<file path="config.mk">
export PLATFORM = sky130hd
export DESIGN_NAME = inst_enc_flat
export DESIGN_NICKNAME = d
export VERILOG_FILES = /design/src/rtl/inst_enc_pkg.sv /design/src/rtl/inst_enc_if.sv /design/src/rtl/inst_enc_pack.sv /design/src/rtl/inst_enc.sv /design/src/flat_wrapper.sv
export SDC_FILE = /design/constraint.sdc
export NUM_CORES = 1
export LEC_CHECK = 0
export BUFFER_PORTS_ARGS = -buffer_cell sky130_fd_sc_hd__buf_2
export CAP_MARGIN = 25
export CORE_MARGIN = 4
export CORE_UTILIZATION = 25
export CTS_CLUSTER_DIAMETER = 30
export DETAILED_ROUTE_END_ITERATION = 10
export PLACE_DENSITY = 0.54
export SYNTH_ARGS = -nofsm -noshare
export SYNTH_HDL_FRONTEND = slang
export SYNTH_HIERARCHICAL = 1
export SYNTH_SLANG_ARGS = --single-unit
</file>
<file path="constraint.sdc">
create_clock -name clk -period 3.4 [get_ports clk]
set_clock_uncertainty 0.05 [all_clocks]
set_input_delay 0.34 -clock clk [delete_from_list [all_inputs] [get_ports clk]]
set_output_delay 0.34 -clock clk [all_outputs]
set_load 0.02 [all_outputs]
</file>
<file path="src/rtl/inst_enc_pkg.sv">
// Shared definitions for the PU instruction encoder and decoder: request kinds,
// field codes and opcode prefixes, so both sides agree on the word format.
package inst_enc_pkg;

    typedef enum logic [3:0] {
        K_NOP   = 4'd0,
        K_HALT  = 4'd1,
        K_CALRR = 4'd2,
        K_CALRI = 4'd3,
        K_JPREL = 4'd4,
        K_LI16  = 4'd5,
        K_LMRI  = 4'd6,
        K_SMRI  = 4'd7,
        K_CMPI  = 4'd8
    } kind_e;

    localparam int KIND_MAX = 8;

    typedef enum logic [2:0] {
        ALU_ADD = 3'd0,
        ALU_SUB = 3'd1,
        ALU_THB = 3'd2,
        ALU_ASL = 3'd3,
        ALU_RSL = 3'd4,
        ALU_RSR = 3'd5,
        ALU_NAD = 3'd6,
        ALU_XOR = 3'd7
    } alu_op_e;

    typedef enum logic [1:0] {
        FF_UC = 2'd0,
        FF_ZE = 2'd1,
        FF_CA = 2'd2,
        FF_SG = 2'd3
    } flag_e;

    typedef enum logic [2:0] {
        S_IDLE,
        S_EMIT,
        S_EMIT_LO,
        S_EMIT_HI,
        S_STOP
    } state_e;

    localparam logic [15:0] WORD_NOP  = 16'h0000;
    localparam logic [15:0] WORD_HALT = 16'h0001;

    localparam logic [5:0] PFX_CALRR = 6'b000010;
    localparam logic [2:0] PFX_CALRI = 3'b001;
    localparam logic [2:0] PFX_JPREL = 3'b010;
    localparam logic [3:0] PFX_LI    = 4'b1000;
    localparam logic [3:0] PFX_LMRI  = 4'b1010;
    localparam logic [3:0] PFX_SMRI  = 4'b1011;
    localparam logic [3:0] PFX_CMPI  = 4'b1111;

    localparam logic [1:0] LI_LO_SEL  = 2'b10;
    localparam logic [1:0] LI_HI_SEL  = 2'b11;
    localparam logic [1:0] JPREL_MID  = 2'b11;
    localparam logic [1:0] CMPI_MID   = 2'b00;

    // LIL and LIH differ only in the half-select bits and which immediate byte they carry.
    function automatic logic [15:0] enc_li(input logic [1:0] rw, input logic hi, input logic [7:0] b);
        return {PFX_LI, rw, (hi ? LI_HI_SEL : LI_LO_SEL), b};
    endfunction

endpackage

</file>
<file path="src/rtl/inst_enc_if.sv">
// Request and instruction-word bus of the encoder; slave is the encoder side,
// master is the requester / imem loader side.
interface inst_enc_if #(
    parameter int ADDRW = 8,
    parameter int KINDW = 4
);
    logic             req_vld;
    logic             req_rdy;
    logic [KINDW-1:0] req_kind;
    logic [1:0]       req_rw;
    logic [1:0]       req_ra;
    logic [1:0]       req_rb;
    logic [2:0]       req_op;
    logic             req_sub;
    logic [1:0]       req_ff;
    logic             req_p;
    logic [15:0]      req_imm;
    logic [15:0]      iw;
    logic             iw_vld;
    logic             iw_rdy;
    logic [ADDRW-1:0] ia;
    logic             done;
    logic             err;

    modport master (
        output req_vld, req_kind, req_rw, req_ra, req_rb, req_op, req_sub,
               req_ff, req_p, req_imm, iw_rdy,
        input  req_rdy, iw, iw_vld, ia, done, err
    );

    modport slave (
        input  req_vld, req_kind, req_rw, req_ra, req_rb, req_op, req_sub,
               req_ff, req_p, req_imm, iw_rdy,
        output req_rdy, iw, iw_vld, ia, done, err
    );
endinterface

</file>
<file path="src/rtl/inst_enc_pack.sv">
// Combinational packer: request kind and fields to one 16-bit PU word, plus the
// LI16 marker and an immediate range / invalid-kind error flag.
module inst_pack
    import inst_enc_pkg::*;
#(
    parameter int KINDW = 4
) (
    input  logic [KINDW-1:0] kind,
    input  logic [1:0]       rw,
    input  logic [1:0]       ra,
    input  logic [1:0]       rb,
    input  logic [2:0]       op,
    input  logic             sub,
    input  logic [1:0]       ff,
    input  logic             p,
    input  logic [15:0]      imm,
    output logic [15:0]      word,
    output logic             is_li16,
    output logic             range_err
);

    logic  sext_ok;
    logic  zext_ok;
    logic  kind_ok;
    kind_e k;

    // Out-of-range immediates still produce a word, just with the low byte kept.
    always_comb begin
        sext_ok   = (imm[15:8] == {8{imm[7]}});
        zext_ok   = (imm[15:8] == 8'h00);
        kind_ok   = (kind <= KINDW'(KIND_MAX));
        k         = kind_e'(kind[3:0]);
        word      = WORD_NOP;
        is_li16   = 1'b0;
        range_err = 1'b0;
        case (k)
            K_NOP:   word = WORD_NOP;
            K_HALT:  word = WORD_HALT;
            K_CALRR: word = {PFX_CALRR, rw, 1'b0, op, ra, rb};
            K_CALRI: begin
                word      = {PFX_CALRI, sub, rw, ra, imm[7:0]};
                range_err = ~zext_ok;
            end
            K_JPREL: begin
                word      = {PFX_JPREL, p, JPREL_MID, ff, imm[7:0]};
                range_err = ~sext_ok;
            end
            K_LI16: begin
                word    = enc_li(rw, 1'b0, imm[7:0]);
                is_li16 = 1'b1;
            end
            K_LMRI: begin
                word      = {PFX_LMRI, rw, ra, imm[7:0]};
                range_err = ~sext_ok;
            end
            K_SMRI: begin
                word      = {PFX_SMRI, ra, rb, imm[7:0]};
                range_err = ~sext_ok;
            end
            K_CMPI: begin
                word      = {PFX_CMPI, ra, CMPI_MID, imm[7:0]};
                range_err = ~sext_ok;
            end
            default: range_err = 1'b1;
        endcase
        if (!kind_ok) begin
            word      = WORD_NOP;
            is_li16   = 1'b0;
            range_err = 1'b1;
        end
    end

endmodule

</file>
<file path="src/rtl/inst_enc.sv">
// Instruction encoder: accepts structured requests, streams packed PU words with
// an incrementing imem address, splitting LI16 into LIL then LIH.
module inst_enc
    import inst_enc_pkg::*;
#(
    parameter int ADDRW = 8,
    parameter int KINDW = 4
) (
    input  logic      clk,
    input  logic      rst,
    inst_enc_if.slave bus
);

    state_e           state;
    state_e           state_nxt;
    logic [15:0]      iw_q;
    logic [15:0]      lih_q;
    logic             halt_q;
    logic [ADDRW-1:0] ia_q;
    logic             done_q;
    logic             err_q;
    logic             req_rdy;
    logic             iw_vld;
    logic             accept;
    logic             hs;
    logic [15:0]      pk_word;
    logic             pk_li16;
    logic             pk_err;

    inst_pack #(.KINDW(KINDW)) u_pack (
        .kind      (bus.req_kind),
        .rw        (bus.req_rw),
        .ra        (bus.req_ra),
        .rb        (bus.req_rb),
        .op        (bus.req_op),
        .sub       (bus.req_sub),
        .ff        (bus.req_ff),
        .p         (bus.req_p),
        .imm       (bus.req_imm),
        .word      (pk_word),
        .is_li16   (pk_li16),
        .range_err (pk_err)
    );

    assign accept = bus.req_vld & req_rdy;
    assign hs     = iw_vld & bus.iw_rdy;

    always_ff @(posedge clk) begin
        if (rst) state <= S_IDLE;
        else     state <= state_nxt;
    end

    // Back-to-back requests load straight over a word that leaves this cycle.
    always_comb begin
        state_nxt = state;
        case (state)
            S_IDLE: begin
                if (accept) state_nxt = pk_li16 ? S_EMIT_LO : S_EMIT;
            end
            S_EMIT, S_EMIT_HI: begin
                if (hs) begin
                    if (halt_q && state == S_EMIT) state_nxt = S_STOP;
                    else if (accept)               state_nxt = pk_li16 ? S_EMIT_LO : S_EMIT;
                    else                           state_nxt = S_IDLE;
                end
            end
            S_EMIT_LO: begin
                if (hs) state_nxt = S_EMIT_HI;
            end
            S_STOP:  state_nxt = S_STOP;
            default: state_nxt = S_IDLE;
        endcase
    end

    // A held HALT blocks new requests so nothing slips in behind it.
    always_comb begin
        req_rdy = 1'b0;
        iw_vld  = 1'b0;
        case (state)
            S_IDLE: req_rdy = 1'b1;
            S_EMIT: begin
                iw_vld  = 1'b1;
                req_rdy = bus.iw_rdy & ~halt_q;
            end
            S_EMIT_HI: begin
                iw_vld  = 1'b1;
                req_rdy = bus.iw_rdy;
            end
            S_EMIT_LO: iw_vld = 1'b1;
            default: ;
        endcase
    end

    always_ff @(posedge clk) begin
        if (rst) begin
            iw_q   <= WORD_NOP;
            lih_q  <= WORD_NOP;
            halt_q <= 1'b0;
            ia_q   <= '0;
            done_q <= 1'b0;
            err_q  <= 1'b0;
        end else begin
            if (accept) begin
                iw_q   <= pk_word;
                lih_q  <= enc_li(bus.req_rw, 1'b1, bus.req_imm[15:8]);
                halt_q <= (bus.req_kind == KINDW'(K_HALT));
                err_q  <= err_q | pk_err;
            end else if (hs && state == S_EMIT_LO) begin
                iw_q <= lih_q;
            end
            if (hs) ia_q <= ia_q + 1'b1;
            if (hs && halt_q && state == S_EMIT) done_q <= 1'b1;
        end
    end

    assign bus.req_rdy = req_rdy;
    assign bus.iw      = iw_q;
    assign bus.iw_vld  = iw_vld;
    assign bus.ia      = ia_q;
    assign bus.done    = done_q;
    assign bus.err     = err_q;

endmodule
</file>
<file path="src/flat_wrapper.sv">
// flat-port wrapper written by rule: the top's interface ports become plain ports
module inst_enc_flat import inst_enc_pkg::*;
#(
    parameter int ADDRW = 8,
    parameter int KINDW = 4
)
  (clk, rst, bus_req_vld, bus_req_kind, bus_req_rw, bus_req_ra, bus_req_rb, bus_req_op, bus_req_sub, bus_req_ff, bus_req_p, bus_req_imm, bus_iw_rdy, bus_req_rdy, bus_iw, bus_iw_vld, bus_ia, bus_done, bus_err);
  inst_enc_if #(.ADDRW(ADDRW), .KINDW(KINDW)) bus_i ();
  input  logic clk;
  input  logic rst;
  input wire logic [$bits(bus_i.req_vld)-1:0] bus_req_vld;
  input wire logic [$bits(bus_i.req_kind)-1:0] bus_req_kind;
  input wire logic [$bits(bus_i.req_rw)-1:0] bus_req_rw;
  input wire logic [$bits(bus_i.req_ra)-1:0] bus_req_ra;
  input wire logic [$bits(bus_i.req_rb)-1:0] bus_req_rb;
  input wire logic [$bits(bus_i.req_op)-1:0] bus_req_op;
  input wire logic [$bits(bus_i.req_sub)-1:0] bus_req_sub;
  input wire logic [$bits(bus_i.req_ff)-1:0] bus_req_ff;
  input wire logic [$bits(bus_i.req_p)-1:0] bus_req_p;
  input wire logic [$bits(bus_i.req_imm)-1:0] bus_req_imm;
  input wire logic [$bits(bus_i.iw_rdy)-1:0] bus_iw_rdy;
  output wire logic [$bits(bus_i.req_rdy)-1:0] bus_req_rdy;
  output wire logic [$bits(bus_i.iw)-1:0] bus_iw;
  output wire logic [$bits(bus_i.iw_vld)-1:0] bus_iw_vld;
  output wire logic [$bits(bus_i.ia)-1:0] bus_ia;
  output wire logic [$bits(bus_i.done)-1:0] bus_done;
  output wire logic [$bits(bus_i.err)-1:0] bus_err;
  assign bus_i.req_vld = bus_req_vld;
  assign bus_i.req_kind = bus_req_kind;
  assign bus_i.req_rw = bus_req_rw;
  assign bus_i.req_ra = bus_req_ra;
  assign bus_i.req_rb = bus_req_rb;
  assign bus_i.req_op = bus_req_op;
  assign bus_i.req_sub = bus_req_sub;
  assign bus_i.req_ff = bus_req_ff;
  assign bus_i.req_p = bus_req_p;
  assign bus_i.req_imm = bus_req_imm;
  assign bus_i.iw_rdy = bus_iw_rdy;
  assign bus_req_rdy = bus_i.req_rdy;
  assign bus_iw = bus_i.iw;
  assign bus_iw_vld = bus_i.iw_vld;
  assign bus_ia = bus_i.ia;
  assign bus_done = bus_i.done;
  assign bus_err = bus_i.err;
  inst_enc #(.ADDRW(ADDRW), .KINDW(KINDW)) u_core (.clk(clk), .rst(rst), .bus(bus_i));
endmodule
</file>
==> results of run 1 <==
## worst reg2reg max path: cells and delay by family (launching register included)
kind	cells	cell delay [ps]
and+or+nand+nor	2	510
DFF	1	640
AOI/OAI and AO/OA	2	790
## how the worst max path moves through the flow
stage | from | to | slack (ps) | cells past startpoint
floorplan | bus_iw_rdy | bus_req_rdy | 1590 | 5
global placement | u_core/state[1] | u_core/bus.iw[9] | 1370 | 4
detailed placement | u_core/state[1] | u_core/bus.iw[7] | 1310 | 4
CTS | u_core/state[1] | bus_req_rdy | 1100 | 4
global route | u_core/state[1] | bus_req_rdy | 960 | 4
finish | u_core/state[1] | bus_req_rdy | 1110 | 4
## where the power goes
part / internal, mW / switching [mW] / leakage, nW / total [mW]
Sequential: 0.510 / 0.0233 / 0.336 / 0.534
Clock: 0.240 / 0.172 / 0.0585 / 0.412
Combinational: 0.0949 / 0.162 / 0.761 / 0.257
Total: 0.845 / 0.357 / 1.16 / 1.20
## cell families after synthesis
kind of cell    share of synthesized area
fa+ha+maj                         0.00953
flops                               0.329
xor+xnor                           0.0316
compound gates                      0.273
buf+inv                            0.0757
simple gates                        0.272
mux                               0.00853
## cell usage in the layout, fill, tap and decap left out, types with 8 or more instances in the layout
cell type and n:
a21oi_1 19, nand2_1 24, nand2b_1 10, nand3_1 16, o21ai_1 17, nor2_1 48
xnor2_1 8, buf_2 64, o221a_1 13, o21ai_0 11, dfxtp_1 41
## registers in the layout, indices dropped and copies added (netlist names)
signal           cells
u_core/bus.err       1
u_core/bus.done      1
u_core/state         3
u_core/bus.ia        8
u_core/bus.iw       16
u_core/halt_q        1
u_core/lih_q        11
## through the flow
stage | setup slack, ps | total power [mW] | cells
2_1_floorplan | 1590 | 0.722 | 310
5_1_grt | 956 | 1.27 | 490
3_5_place_dp | 1310 | 0.801 | 482
6_report | 1110 | 1.20 | 490
3_3_place_gp | 1370 | 0.797 | 482
4_1_cts | 1100 | 1.22 | 490
## layout make-up
class / instances / share of cell area
Tap cell: 133 / 0.0565
Clock buffer: 7 / 0.0293
Multi-Input combinational cell: 235 / 0.505
Sequential cell: 41 / 0.279
Clock inverter: 1 / 0.0102
Timing Repair Buffer: 64 / 0.109
Inverter: 9 / 0.0115
## routing by layer
metal	part of all wire	up-vias	track usage
met5	0	-	0
met1	0.48	1143	0.178
met2	0.45	70	0.195
met4	0.0042	0	0.0252
li1	-	1206	-
met3	0.068	2	0.0306
==> flow_summary_export.csv, run 1 <==
group,metric,value,unit
placement,gp_congestion,0.787,
setup_path,path_class,"reg2out",
setup_path,crit_slowest_cell,"dfxtp_1",
final_layout,fin_util,0.302,
final_layout,fillers,1091,
setup_path,reg2reg_from,"u_core/state[1]",
die,rows,36,
setup_path,cp_top_family,"flip-flops",
clocking,cts.sinks,41,
global_route,track_usage,0.126,
detailed_routing,drc_errors,0,
die,die_w,108,um
synth,ys_seq_elements,41,
outcome,status,"complete, no violations",
synth,yosysTopAreaCellShare,0.329,
synth,synth_cell_types,53,
detailed_routing,postRouteWirelength,7350,um
clocking,cts_hold_buf,0,
detailed_routing,vias,2421,
final_layout,drive_gt1_frac,0.261,
synth,synth_area,0.00249,mm^2
synth,ys_seq_area_frac,0.329,
sta,slew_viol_final,0,
worst_hold_path,hp-start,"bus_req_imm[9]",
clocking,numCtsBuffers,5,
worst_hold_path,hp-class,"in2reg",
synth,synth_edf_count,0,
synth,synth_area_leader_cell,"dfxtp_1",
setup_path,slowest_delay,640,ps
synth,synthCells,310,
final_layout,multi_input_area,0.00149,mm^2
global_route,grt_max_degree,43,
worst_hold_path,whs_path_depth,3,
final_layout,antenna_cells,0,
sta,grt_setup_unrepaired,"no",
global_route,grt_overflow,0,
setup_path,end_kind,"primary output",
die,core,0.00973,mm^2
clocking,clkLatencyLatePin,290,ps
detailed_routing,route.detailed.wl_per_inst,15.0,um
sta,slew-limit-headroom,0.479,
die,fp.dieH,108,um
detailed_routing,viasPerCell,4.94,
global_route,antenna_found_initial,0,
setup_path,ff2ff_path_depth,4,
global_route,grt_pass1_wl,11900,um
sta,setup_viol,0,
die,die_area,0.0116,mm^2
power,power_density,409,mW/mm^2
sta,worst_pin_slew,781,ps
global_route,grt_pass1_vias,2324,
setup_path,crit_buf_inv,1,
setup_path,ff2ff_setup_slack,1300,ps
synth,synthTopCellsByCount,"nor2_1 (48), dfxtp_1 (41), nand2_1 (24)",
sta,max_clock_freq,436,MHz
synth,yosysMostFrequentCell,"nor2_1",
clocking,post-cts-setup-buffers,0,
setup_path,r2r-end,"u_core/bus.iw[7]",
final_layout,nNetsFinal,394,
power,ir_drop,0.154,mV
clocking,cts.path.max_buffers,2,
clocking,cts_tree,"built",
sta,min_period_over_period,0.674,
sta,setup_tns,0,ps
final_layout,area_delta_synth_final,18.0,%
flow_run,cap_violations,0,
final_layout,ff_latch_area,821,um^2
clocking,htreeDepth,2,
detailed_routing,drt_first_pass_iters,4,
sta,layout_min_cycle_time,2290,ps
setup_path,cp.required,3010,ps
power,total_leakage_power,1.16,nW
clocking,cts-root-buf,"clkbuf_8",
synth,synth_nets,348,
sta,holdWs,283,ps
die,pin_count,65,
setup_path,crit_chain,"nor2b_1 > o21a_1 > nor3_1 > buf_2",
setup_path,critPathArrivalTime,1900,ps
final_layout,fin_area,0.00294,mm^2
detailed_routing,drt_iter0_drc,190,
synth,async_reset_ff_frac,0,
setup_path,critPathMaxFanout,12,
synth,synth.area.top_cells,"dfxtp_1 (33%), nor2_1 (7.2%), o221a_1 (5.9%)",
placement,placed_area,0.00283,mm^2
detailed_routing,drt.antenna.violating_nets,0,
sta,hold_viol,0,
setup_path,start_kind,"flip-flop",
placement,portBuffers,64,
clocking,path_clk_slew,90,ps
worst_hold_path,hold-path-endpoint,"u_core/lih_q[1]",
die,initial_utilization,0.256,
synth,synth_ff_type,"dfxtp_1",
placement,dp_hpwl,5240,um
synth,synth_area_per_cell,8.05,um^2
synth,ys_warn_count,6,
clocking,cts-resized-gates,0,
Note: power is estimated with default switching activity, not from simulation.
==> run 2: changes to the inputs <==
Settings changed: ABC_AREA from default to 1.
Clock period 3.4 ns to 2.25 ns, I/O delays scaled along.
==> run 2 against run 1 <==
Effect of this change: core utilization rose by 0.24 points; wire length shrank 2.7%; synthesized area is 0.50% higher; sequential share of layout area shrank 0.35 points; sequential power is 56% higher; final area is 1.3% higher; critical path depth grew 6; total power up 61%; largest cell class unchanged; highest routed layer unchanged; clock power rose by 31%.
==> flow_summary_export.csv, run 2 <==
group,metric,value,unit
global_route,antenna_found_initial,0,
sta,grt_setup_unrepaired,"no",
clocking,htreeDepth,2,
setup_path,cp.required,2430,ps
synth,synth_nets,431,
detailed_routing,postRouteWirelength,7150,um
sta,min_period_over_period,0.728,
outcome,status,"complete, no violations",
synth,ys_warn_count,6,
sta,slew_viol_final,0,
die,die_area,0.0117,mm^2
synth,synth_ff_type,"dfxtp_1",
final_layout,antenna_cells,0,
placement,portBuffers,64,
setup_path,critPathArrivalTime,1820,ps
final_layout,area_delta_synth_final,18.9,%
clocking,cts-root-buf,"clkbuf_8",
final_layout,layout_common_cells,"nand2_1 (92), buf_2 (64), inv_1 (55), nor2_1 (55), dfxtp_1 (41)",
synth,synth_cell_types,30,
clocking,clkLatencyLatePin,290,ps
clocking,numCtsBuffers,5,
flow_run,cap_violations,0,
synth,yosysTopAreaCellShare,0.327,
power,total_leakage_power,1.53,nW
detailed_routing,route.detailed.wl_per_inst,12.2,um
power,pwr-share-clk,0.278,
power,p_seq_frac,0.430,
setup_path,ff2ff_setup_slack,610,ps
die,rows,36,
setup_path,ff2ff_path_depth,10,
detailed_routing,drt_iter0_drc,189,
setup_path,start_kind,"flip-flop",
global_route,grt_overflow,0,
final_layout,fillers,1132,
global_route,grt_pass1_wl,12000,um
sta,max_clock_freq,610,MHz
power,p_sw,683,uW
synth,synthCells,393,
die,core,0.00977,mm^2
worst_hold_path,hp-class,"in2reg",
synth,synthTopCellsByCount,"nand2_1 (92), inv_1 (55), nor2_1 (55)",
synth,ys_seq_area_frac,0.327,
sta,setup_viol,0,
setup_path,r2r-end,"u_core/bus.iw[6]",
clocking,cts.sinks,41,
synth,synth_area_per_cell,6.38,um^2
synth,ys_seq_elements,41,
detailed_routing,drc_errors,0,
power,total_power,1.94,mW
synth,yosysMostFrequentCell,"nand2_1",
placement,gp_congestion,0.841,
power,ir_drop,0.288,mV
final_layout,largest_reg_flops,16,
final_layout,nNetsFinal,491,
power,p_int,1.26,mW
setup_path,path_class,"reg2reg",
clocking,path_clk_slew,80,ps
die,initial_utilization,0.257,
power,power_density,651,mW/mm^2
placement,dp_hpwl,5550,um
clocking,cts_hold_buf,0,
synth,synth.area.top_cells,"dfxtp_1 (33%), nand2_1 (14%), inv_1 (8.2%)",
clocking,post-cts-setup-buffers,0,
setup_path,critPathMaxFanout,29,
synth,synth_area_leader_cell,"dfxtp_1",
detailed_routing,drt.antenna.violating_nets,0,
global_route,grt_max_degree,30,
sta,setup_tns,0,ps
detailed_routing,drt_first_pass_iters,4,
sta,layout_min_cycle_time,1640,ps
die,pin_count,65,
die,die_w,108,um
sta,hold_viol,0,
synth,synth_edf_count,0,
synth,async_reset_ff_frac,0,
setup_path,critPathLaunch,"u_core/state[0]",
sta,worst_pin_slew,599,ps
clocking,cts_tree,"built",
setup_path,reg2reg_from,"u_core/state[0]",
final_layout,final_common_cell,"nand2_1",
power,p_comb_frac,0.291,
clocking,cts.path.max_buffers,2,
power,power_switching_share,0.352,
clocking,cts-resized-gates,0,
setup_path,cp-endpoint,"u_core/bus.iw[6]",
global_route,track_usage,0.128,
final_layout,drive_gt1_frac,0.244,
global_route,grt_pass1_vias,2601,
sta,slew-limit-headroom,0.600,
detailed_routing,vias,2601,
synth,synth_area,0.00251,mm^2
detailed_routing,viasPerCell,4.43,
die,fp.dieH,108,um
setup_path,end_kind,"flip-flop",
[run 2: cell count changes after synthesis, sizes merged, moves of 9 or more]
cell / delta
nand2: +84
o21ai: -9
inv: +51
o221a: -13
a21oi: +28
nand3: +10
nor2: +10
nand2b: -10
[run 2: logic make-up after synthesis]
family	share of synthesized area
AO/OA/AOI/OAI	0.155
XOR/XNOR	0.00349
adder cells (fa/ha/maj)	0.00499
buffers and inverters	0.140
flip-flops	0.327
AND/OR/NAND/NOR	0.370
[run 2: final cells by class]
cell class | instances | area [um^2] | share of cell area
clock buffer | 7 | 96.3 | 0.0323
tap | 133 | 166 | 0.0558
sequential | 41 | 821 | 0.275
clock inverter | 1 | 5.00 | 0.00168
timing repair buffer | 65 | 328 | 0.110
inverter | 60 | 228 | 0.0764
multi-input combinational | 280 | 1340 | 0.448
[run 2: how the worst min path moves through the flow]
stage | from | end | slack [ps] | depth (start not counted)
6_report | bus_req_imm[14] | u_core/lih_q[6] | 140 | 3
5_1_grt | bus_req_imm[14] | u_core/lih_q[6] | 140 | 3
4_1_cts | bus_req_imm[14] | u_core/lih_q[6] | 130 | 3
3_5_place_dp | u_core/bus.done | u_core/bus.done | 390 | 2
3_3_place_gp | u_core/bus.done | u_core/bus.done | 380 | 2
2_1_floorplan | rst | u_core/bus.ia[2] | 250 | 1
[run 2: metal layers]
layer,track usage,share of wire,vias to the layer above
li1,-,-,1354
met2,0.218,0.48,60
met3,0.0257,0.044,7
met5,0,0,-
met1,0.165,0.47,1180
met4,0.0325,0.0095,0
[run 2: metrics by stage]
stage | setup WS, ps | util | area (um^2) | std cells | hold WS (ps)
after detailed placement | 605 | 0.295 | 2880 | 579 | 394
after CTS | 576 | 0.305 | 2980 | 587 | 131
after global routing | 362 | 0.305 | 2980 | 587 | 139
after global placement | 616 | 0.295 | 2880 | 579 | 385
after floorplan | 786 | - | 2510 | 393 | 251
final | 612 | 0.305 | 2980 | 587 | 143
[run 2: power by group through the flow]
| stage | sequential, mW | clock (mW) | combinational (mW) |
|---|---|---|---|
| 2_1_floorplan | 0.901 | 0 | 0.382 |
| 3_3_place_gp | 0.850 | 0 | 0.567 |
| 3_5_place_dp | 0.852 | 0 | 0.573 |
| 4_1_cts | 0.835 | 0.564 | 0.576 |
| 5_1_grt | 0.845 | 0.596 | 0.640 |
| 6_report | 0.835 | 0.540 | 0.564 |
[run 2: worst max-delay path: stages, from the launching register on]
cell     delay [ps]
dfxtp_1         400
inv_2            70
nor2_4          110
nand3_2          70
nand2_2          90
nand2_4         150
inv_4           300
nand2_1          90
nand3_1         100
inv_1            50
nor2_1           90
